`src/rtl/vc_out_arbiter.sv`:
```
// Output-port VC arbiter: round-robin grant per packet, header-to-tail lock, registered flit mux.
// Optional sticky protocol-error flag err_o when VC_ARB_ERR_EN is defined.
module vc_out_arbiter #(
    parameter int unsigned IN_N      = 5,
    parameter int unsigned FLIT_W    = 10,
    parameter int unsigned FLIT_ID_W = 2,
    parameter int unsigned HEADER_ID = 2,
    parameter int unsigned TAIL_ID   = 3
) (
    input  logic                     clk_i,
    input  logic                     rst_ni,
    input  logic [IN_N-1:0]          req_i,
    input  logic [IN_N*FLIT_W-1:0]   data_i,
    input  logic [IN_N-1:0]          data_vld_i,
    output logic [IN_N-1:0]          alloc_o,
    output logic [IN_N-1:0]          chan_rdy_o,
    output logic [FLIT_W-1:0]        data_o,
    output logic                     wr_en_o,
    input  logic                     rdy_i
`ifdef VC_ARB_ERR_EN
    ,
    output logic                     err_o
`endif
);

    localparam int unsigned PTR_W = (IN_N > 1) ? $clog2(IN_N) : 1;

    typedef enum logic [1:0] {
        IDLE   = 2'b01,
        LOCKED = 2'b10
    } state_e;

    state_e                 state_q, state_d;
    logic [IN_N-1:0]        grant_q, grant_d;
    logic [PTR_W-1:0]       rr_ptr_q, rr_ptr_d;
    logic [PTR_W-1:0]       winner_q, winner_d;
    logic                   fired_q, fired_d;
    logic [FLIT_W-1:0]      data_q, data_d;
    logic                   wr_en_q, wr_en_d;

    logic [FLIT_W-1:0]      sel_flit;
    logic [FLIT_ID_W-1:0]   sel_id;
    logic                   fire;
    logic                   req_held;
    logic                   found;
    logic [PTR_W-1:0]       idx;

    // Flit mux driven by the registered winner index
    always_comb begin
        sel_flit = '0;
        for (int unsigned i = 0; i < IN_N; i++) begin
            if (winner_q == PTR_W'(i)) begin
                sel_flit = data_i[i*FLIT_W +: FLIT_W];
            end
        end
    end

    assign sel_id   = sel_flit[FLIT_W-1 -: FLIT_ID_W];
    assign fire     = (state_q == LOCKED) && (|(data_vld_i & grant_q)) && rdy_i;
    assign req_held = |(req_i & grant_q);

    always_comb begin
        state_d  = state_q;
        grant_d  = grant_q;
        rr_ptr_d = rr_ptr_q;
        winner_d = winner_q;
        fired_d  = fired_q;
        data_d   = data_q;
        wr_en_d  = 1'b0;
        found    = 1'b0;
        idx      = '0;

        case (state_q)
            IDLE: begin
                grant_d = '0;
                fired_d = 1'b0;
                if (|req_i) begin
                    // Search upward from rr_ptr with wrap-around; first hit wins
                    for (int unsigned k = 0; k < IN_N; k++) begin
                        idx = PTR_W'((32'(rr_ptr_q) + k) % IN_N);
                        if (!found && req_i[idx]) begin
                            found    = 1'b1;
                            winner_d = idx;
                            grant_d  = '0;
                            grant_d[idx] = 1'b1;
                        end
                    end
                    state_d = LOCKED;
                end
            end
            LOCKED: begin
                if (fire) begin
                    wr_en_d = 1'b1;
                    data_d  = sel_flit;
                    fired_d = 1'b1;
                    if (sel_id == FLIT_ID_W'(TAIL_ID)) begin
                        state_d  = IDLE;
                        grant_d  = '0;
                        fired_d  = 1'b0;
                        rr_ptr_d = (winner_q == PTR_W'(IN_N - 1)) ? '0 : winner_q + PTR_W'(1);
                    end
                end else if (!fired_q && !req_held) begin
                    state_d = IDLE;
                    grant_d = '0;
                end
            end
            default: begin
                state_d = IDLE;
                grant_d = '0;
                fired_d = 1'b0;
            end
        endcase
    end

    always_ff @(posedge clk_i or negedge rst_ni) begin
        if (!rst_ni) begin
            state_q  <= IDLE;
            grant_q  <= '0;
            rr_ptr_q <= '0;
            winner_q <= '0;
            fired_q  <= 1'b0;
            data_q   <= '0;
            wr_en_q  <= 1'b0;
        end else begin
            state_q  <= state_d;
            grant_q  <= grant_d;
            rr_ptr_q <= rr_ptr_d;
            winner_q <= winner_d;
            fired_q  <= fired_d;
            data_q   <= data_d;
            wr_en_q  <= wr_en_d;
        end
    end

    assign alloc_o    = (state_q == LOCKED) ? grant_q : '0;
    assign chan_rdy_o = alloc_o & {IN_N{rdy_i}};
    assign data_o     = data_q;
    assign wr_en_o    = wr_en_q;

`ifdef VC_ARB_ERR_EN
    logic err_q, err_d;
    logic is_hdr;

    assign is_hdr = (sel_id == FLIT_ID_W'(HEADER_ID));

    // First fired flit must be a header; any later header is a protocol error
    always_comb begin
        err_d = err_q;
        if (fire && (fired_q ? is_hdr : !is_hdr)) begin
            err_d = 1'b1;
        end
    end

    always_ff @(posedge clk_i or negedge rst_ni) begin
        if (!rst_ni) begin
            err_q <= 1'b0;
        end else begin
            err_q <= err_d;
        end
    end

    assign err_o = err_q;
`endif

endmodule

```
`config.mk`:
```
export PLATFORM = sky130hd
export DESIGN_NAME = vc_out_arbiter
export DESIGN_NICKNAME = d
export VERILOG_FILES = /design/src/rtl/vc_out_arbiter.sv
export SDC_FILE = /design/constraint.sdc
export NUM_CORES = 1
export LEC_CHECK = 0
export CORE_AREA = 5 5 89 91
export CTS_CLUSTER_DIAMETER = 80
export DETAILED_ROUTE_END_ITERATION = 16
export DIE_AREA = 0 0 94 96
export PLACE_DENSITY_LB_ADDON = 0.25
export SETUP_SLACK_MARGIN = 0.4
export SLEW_MARGIN = 30
export SYNTH_ARGS = -nofsm -noshare
export SYNTH_HDL_FRONTEND = slang
export SYNTH_SLANG_ARGS = --single-unit
```
`constraint.sdc`:
```
create_clock -name clk_i -period 5.5 [get_ports clk_i]
set_input_delay 1.65 -clock clk_i [delete_from_list [all_inputs] [get_ports clk_i]]
set_output_delay 1.65 -clock clk_i [all_outputs]
set_load 0.02 [all_outputs]
```
Yosys cells after proc, flatten, opt, wreduce, memory -nomap -nowiden
Index checks and enable logic that the tools add are counted.

Div/mod/pow operators: 5. Order comparisons: 10. Add/subtract/negate cells: 5. Bitwise logic cells: 3. Eq/ne operators: 11. Muxes and demuxes: 64. Reduce and logical (&&, ||, !) cells: 28.

Operators by type and width (number): modulo 32 x 3 -> 32 bit, second input constant (4); two-way mux 10 bit (5); two-way mux 5 bit (10); modulo 3 x 3 -> 32 bit, second input constant (1); two-way mux 1 bit (27); < comparator 3 x 4 -> 1 bit, second input constant (5); two-way mux 3 bit (6); bitwise AND 5 bit (3); binary-select mux 1 bit (select 3 bit) (5); demux 1 bit (select 3 bit) (5); greater-or-equal comparator 3 x 1 -> 1 bit, second input constant (5); OR reduction 5 bit (3); logical AND 1 bit (12); case mux 5 bit (2 select lines) (1); AND reduction 3 bit (3); adder 3 x 2 -> 4 bit, second input constant (2); two-way mux 2 bit (4); == test 3 x 2 -> 1 bit, second input constant (2); logical NOT 1 bit (6); inequality test 3 x 2 -> 1 bit, second input constant (2); nonzero test 5 bit (1); adder 3 x 1 -> 4 bit, second input constant (1); adder 3 x 3 -> 4 bit, second input constant (1); == test 2 bit, second input constant (2); other kinds (8) (10).

Output and inout port bits: 21. Flip-flop bits (word level): 25. Bits of input ports: 63.

Longest topological paths before layout
Depth after elaboration: 26. Gate-level depth with buffers: 21.

Worst setup path after synthesis
OpenSTA, ideal clock, no wires.

Kind: flip-flop to flip-flop. Start point: reg rr_ptr_q[0]. End point: reg winner_q[1]. Slack: 1.236 ns. Stages on the path, launching flop included: 18. Arrival time: 4.139 ns. Path buffers: 4. Cells stage by stage: dfrtp_1 buf_6 buf_4 inv_2 ha_1 buf_2 buf_1 or3_1 ha_1 nor2b_1 nor2_1 a221oi_2 a41oi_2 nor2_2 nand2_2 nor3_4 a22oi_1 mux2_2.

Cells in the longest elaborated chain, start to end: 25.

Ends and longest elaborated chain: start: declaration (line 35) `logic [PTR_W-1:0] rr_ptr_q, rr_ptr_d;`; start signal: assignment (line 127) `rr_ptr_q <= rr_ptr_d;`; branches (longest 25 deep; another with modulo 32 x 3 -> 32 bit); end signal: assignment (line 128) `winner_q <= winner_d;`; end: declaration (line 36) `logic [PTR_W-1:0] winner_q, winner_d;`.

Several ways; the timed one is not identified. The select of a mux whose other input is x is not followed. A chain may end at the register's enable or synchronous reset.

Worst setup path after layout
Start point: reg rr_ptr_q[1]. End point: reg winner_q[1].

Same word-level chain as after synthesis.

==> results.txt <==
Worst-Margin Slew -> 0.7166 ns
RSZ-0062 raised after global routing -> false
Clock transition at path regs -> 0.09 ns
Worst Path Required -> 5.67 ns
Final worst-path cycle share -> 0.8526
Most common library cells after synthesis -> nand2_1, nor2_1, a21oi_1
Number of global-route vias before repair -> 3,434
Worst setup SP type -> register
Status -> finished, final reports clean
DP HPWL -> 8345 um
Buffers on Ports -> 83
Die area -> 0.009024 mm2
Max clock buf depth -> 2
Finished Layout Cells -> 634
Worst setup EP type -> register
Setup WS pre-CTS -> 0.8175 ns
Core area -> 0.007059 mm2
CTS tree -> yes
Final setup margin -> 0.8106 ns
Largest net degree at the start of global routing -> 29
Fmax -> 213.2 MHz
Fill cells -> 678
Reg power frac -> 0.131
Multi-input logic area -> 0.002605 mm2
Psw -> 1.323 mW
Drt drc -> 0
Yosys top cell area share -> 0.1747
Vias/cell -> 6.069
Cells after synthesis -> 466
Main synth FF type -> dfrtp_1
Max-slew violations -> 0
ANT cells -> 0
Sequential cell area -> 626.9 um2
Max FO, Critical Path -> 11
YS warnings -> 0
Max VDD drop -> 0.4081 mV
Clk_skew -> 0.002284 ns
Post-route minimum period -> 4.689 ns
Share of cells above drive strength 1 -> 0.08411
Pleak -> 1.797 nW
Initial antenna violation count -> 0
Site row count -> 31
Setup Total Neg Slack -> 0 ns
Post-synth EDFFs -> 0
Area delta synth->final -> 27.01%
Die width -> 94 um
RD Place Congestion -> 0.9488
Overflow left after global routing -> 0
Setup violators final -> 0
Routed Wire Length -> 10,820 um
Combinational share of power -> 0.822
Slew headroom -> 0.5223
Max_cap viols -> 0
Final hold vios -> 0
Post-CTS setup buffer count -> 0
Asr flop ratio synth -> 1.000
Final #Nets -> 619
Clk Latency, worst-skew pair -> 0.27 ns
Most frequent cell after synthesis -> nand2_1
Seq/Total Area, Yosys -> 0.1824
Synthesis-stage register bit count -> 25
Routed len/inst -> 17.06 um
Antenna Nets Post-Route -> 0
Die Span Y -> 96 um
First-pass GRT wire length -> 16,740 um
Worst EP arrival -> 4.86 ns
Tot GR Track Use -> 0.2282
Number of I/O pins -> 84
Clk pwr share -> 0.046
Initial Util -> 0.4869
TritonCTS buffer count -> 3
Power density over cell area -> 555.4 mW/mm2
Largest cells by area after synthesis -> dfrtp_1, ha_1, nand2_1
Internal -> 1.101 mW
Setup CP Type -> register to register
Root buffer cell -> clkbuf_8
Core Util, Final -> 0.6184
Drt initial violations -> 276
Via count -> 3,848
Synthesized area -> 0.003437 mm2
Hold_buf cts -> 0
Worst reg-to-reg setup slack -> 0.81 ns
Switching share of power -> 0.5457
# H-tree levels -> 1
Worst min path class -> register to register
Drt pass-1 iters -> 7
CTS Sinks -> 25
Post-synth top area cell -> dfrtp_1
Syn nets -> 549
Mean Syn Cell Area -> 7.376 um2
Post-CTS resize count -> 0
Post-synthesis cell type count -> 82
Placed insts -> 630
[final timing paths]
path	start	end	cells after the start
max	rr_ptr_q[1]$_DFFE_PN0P_	winner_q[1]$_DFFE_PN0P_	17
min	fired_q$_DFFE_PN0N_	fired_q$_DFFE_PN0N_	2
max reg2reg	rr_ptr_q[1]$_DFFE_PN0P_	winner_q[1]$_DFFE_PN0P_	17
min reg2reg	fired_q$_DFFE_PN0N_	fired_q$_DFFE_PN0N_	2
max in group asynchronous	rst_ni	state_q[0]$_DFFE_PN1P_	1
min in group asynchronous	rst_ni	data_o[5]$_DFFE_PN0P_	1
[metrics by stage]
stage | total power, mW | cell area, um2 | hold slack [ns]
3_5_place_dp | 2.264 | 4317 | 0.4944
4_1_cts | 2.387 | 4365 | 0.5168
5_1_grt | 2.602 | 4365 | 0.5464
3_3_place_gp | 2.225 | 4322 | 0.4654
2_1_floorplan | 1.787 | 3437 | 0.4472
6_report | 2.425 | 4365 | 0.5087
[per-layer routing]
layer  up-vias  part of all wire  GRT usage
li1       1850                 -          -
met1      1815              0.44     0.3244
met2       171              0.48     0.3773
met3        12             0.067    0.02580
met4         0             0.014    0.04091
met5         -                 0          0
[flip-flops by register name, summed over array words and instances (netlist names)]
| signal | count |
|---|---|
| winner_q | 3 |
| wr_en_o | 1 |
| grant_q | 5 |
| state_q | 2 |
| data_o | 10 |
| fired_q | 1 |
| rr_ptr_q | 3 |
[placed cells by master (no fill, tap or decap), drive strengths merged, types with 2 or more instances in the layout]
master,Yosys,layout
clkdlybuf4s50,0,82
nand2,59,59
nor2,51,51
a21oi,40,40
o21ai,34,34
dfrtp,24,24
inv,21,21
ha,20,20
a22oi,16,16
nor2b,13,13
nand3,13,13
a31oi,12,12
nor3,12,12
xnor2,11,11
nand4,9,9
and2,9,9
mux2i,8,8
buf,9,8
a21o,7,7
or3,6,6
nand2b,6,6
mux2,6,6
and3,5,5
a211oi,4,4
a32oi,4,4
a221oi,4,4
a311oi,3,3
o21a,3,3
o31ai,3,3
clkbuf,16,3
a221o,2,2
o22ai,2,2
or2,2,2
o32ai,2,2
o221ai,2,2
[worst max-delay path, cell delays in order (launching register included)]
cell and delay [ns]:
dfrtp_1 0.53, inv_1 0.28, ha_1 0.34, inv_1 0.07, ha_1 0.44, inv_1 0.13, ha_1 0.34, and3b_1 0.21
a2111oi_4 0.38, a21oi_1 0.13, a21oi_1 0.15, a2bb2oi_1 0.34, o221a_4 0.28, and2_4 0.17, a31oi_1 0.10, o221ai_1 0.30
a22oi_1 0.11, mux2_2 0.28
[power by group through the flow]
stage	Sequential (mW)	Combinational [mW]	Clock (mW)
final	0.318	1.99	0.113
after CTS	0.319	1.95	0.116
after global routing	0.329	2.15	0.121
after detailed placement	0.322	1.94	0
after global placement	0.318	1.91	0
after floorplan	0.348	1.44	0
[kinds of logic (layout without fill, tap and decap cells)]
| kind of cell | count (synthesis) | in the layout | share of synthesized area |
|---|---|---|---|
| AND/OR/NAND/NOR | 191 | 191 | 0.2741 |
| multiplexers | 15 | 15 | 0.05169 |
| AO/OA/AOI/OAI | 157 | 157 | 0.3236 |
| buffers and inverters | 47 | 116 | 0.05970 |
| XOR/XNOR | 11 | 11 | 0.03568 |
| flip-flops | 25 | 25 | 0.1824 |
| adder cells (fa/ha/maj) | 20 | 20 | 0.07281 |
[area by class of cell]
class	instances	share of cell area
clock inverters	1	0.001720
clock buffers	3	0.009458
multi-input cells	394	0.5967
repair buffers	90	0.2012
inverters	22	0.01892
flip-flops and latches	25	0.1436
well taps	99	0.02837
Power figures use the tool's default switching activity.
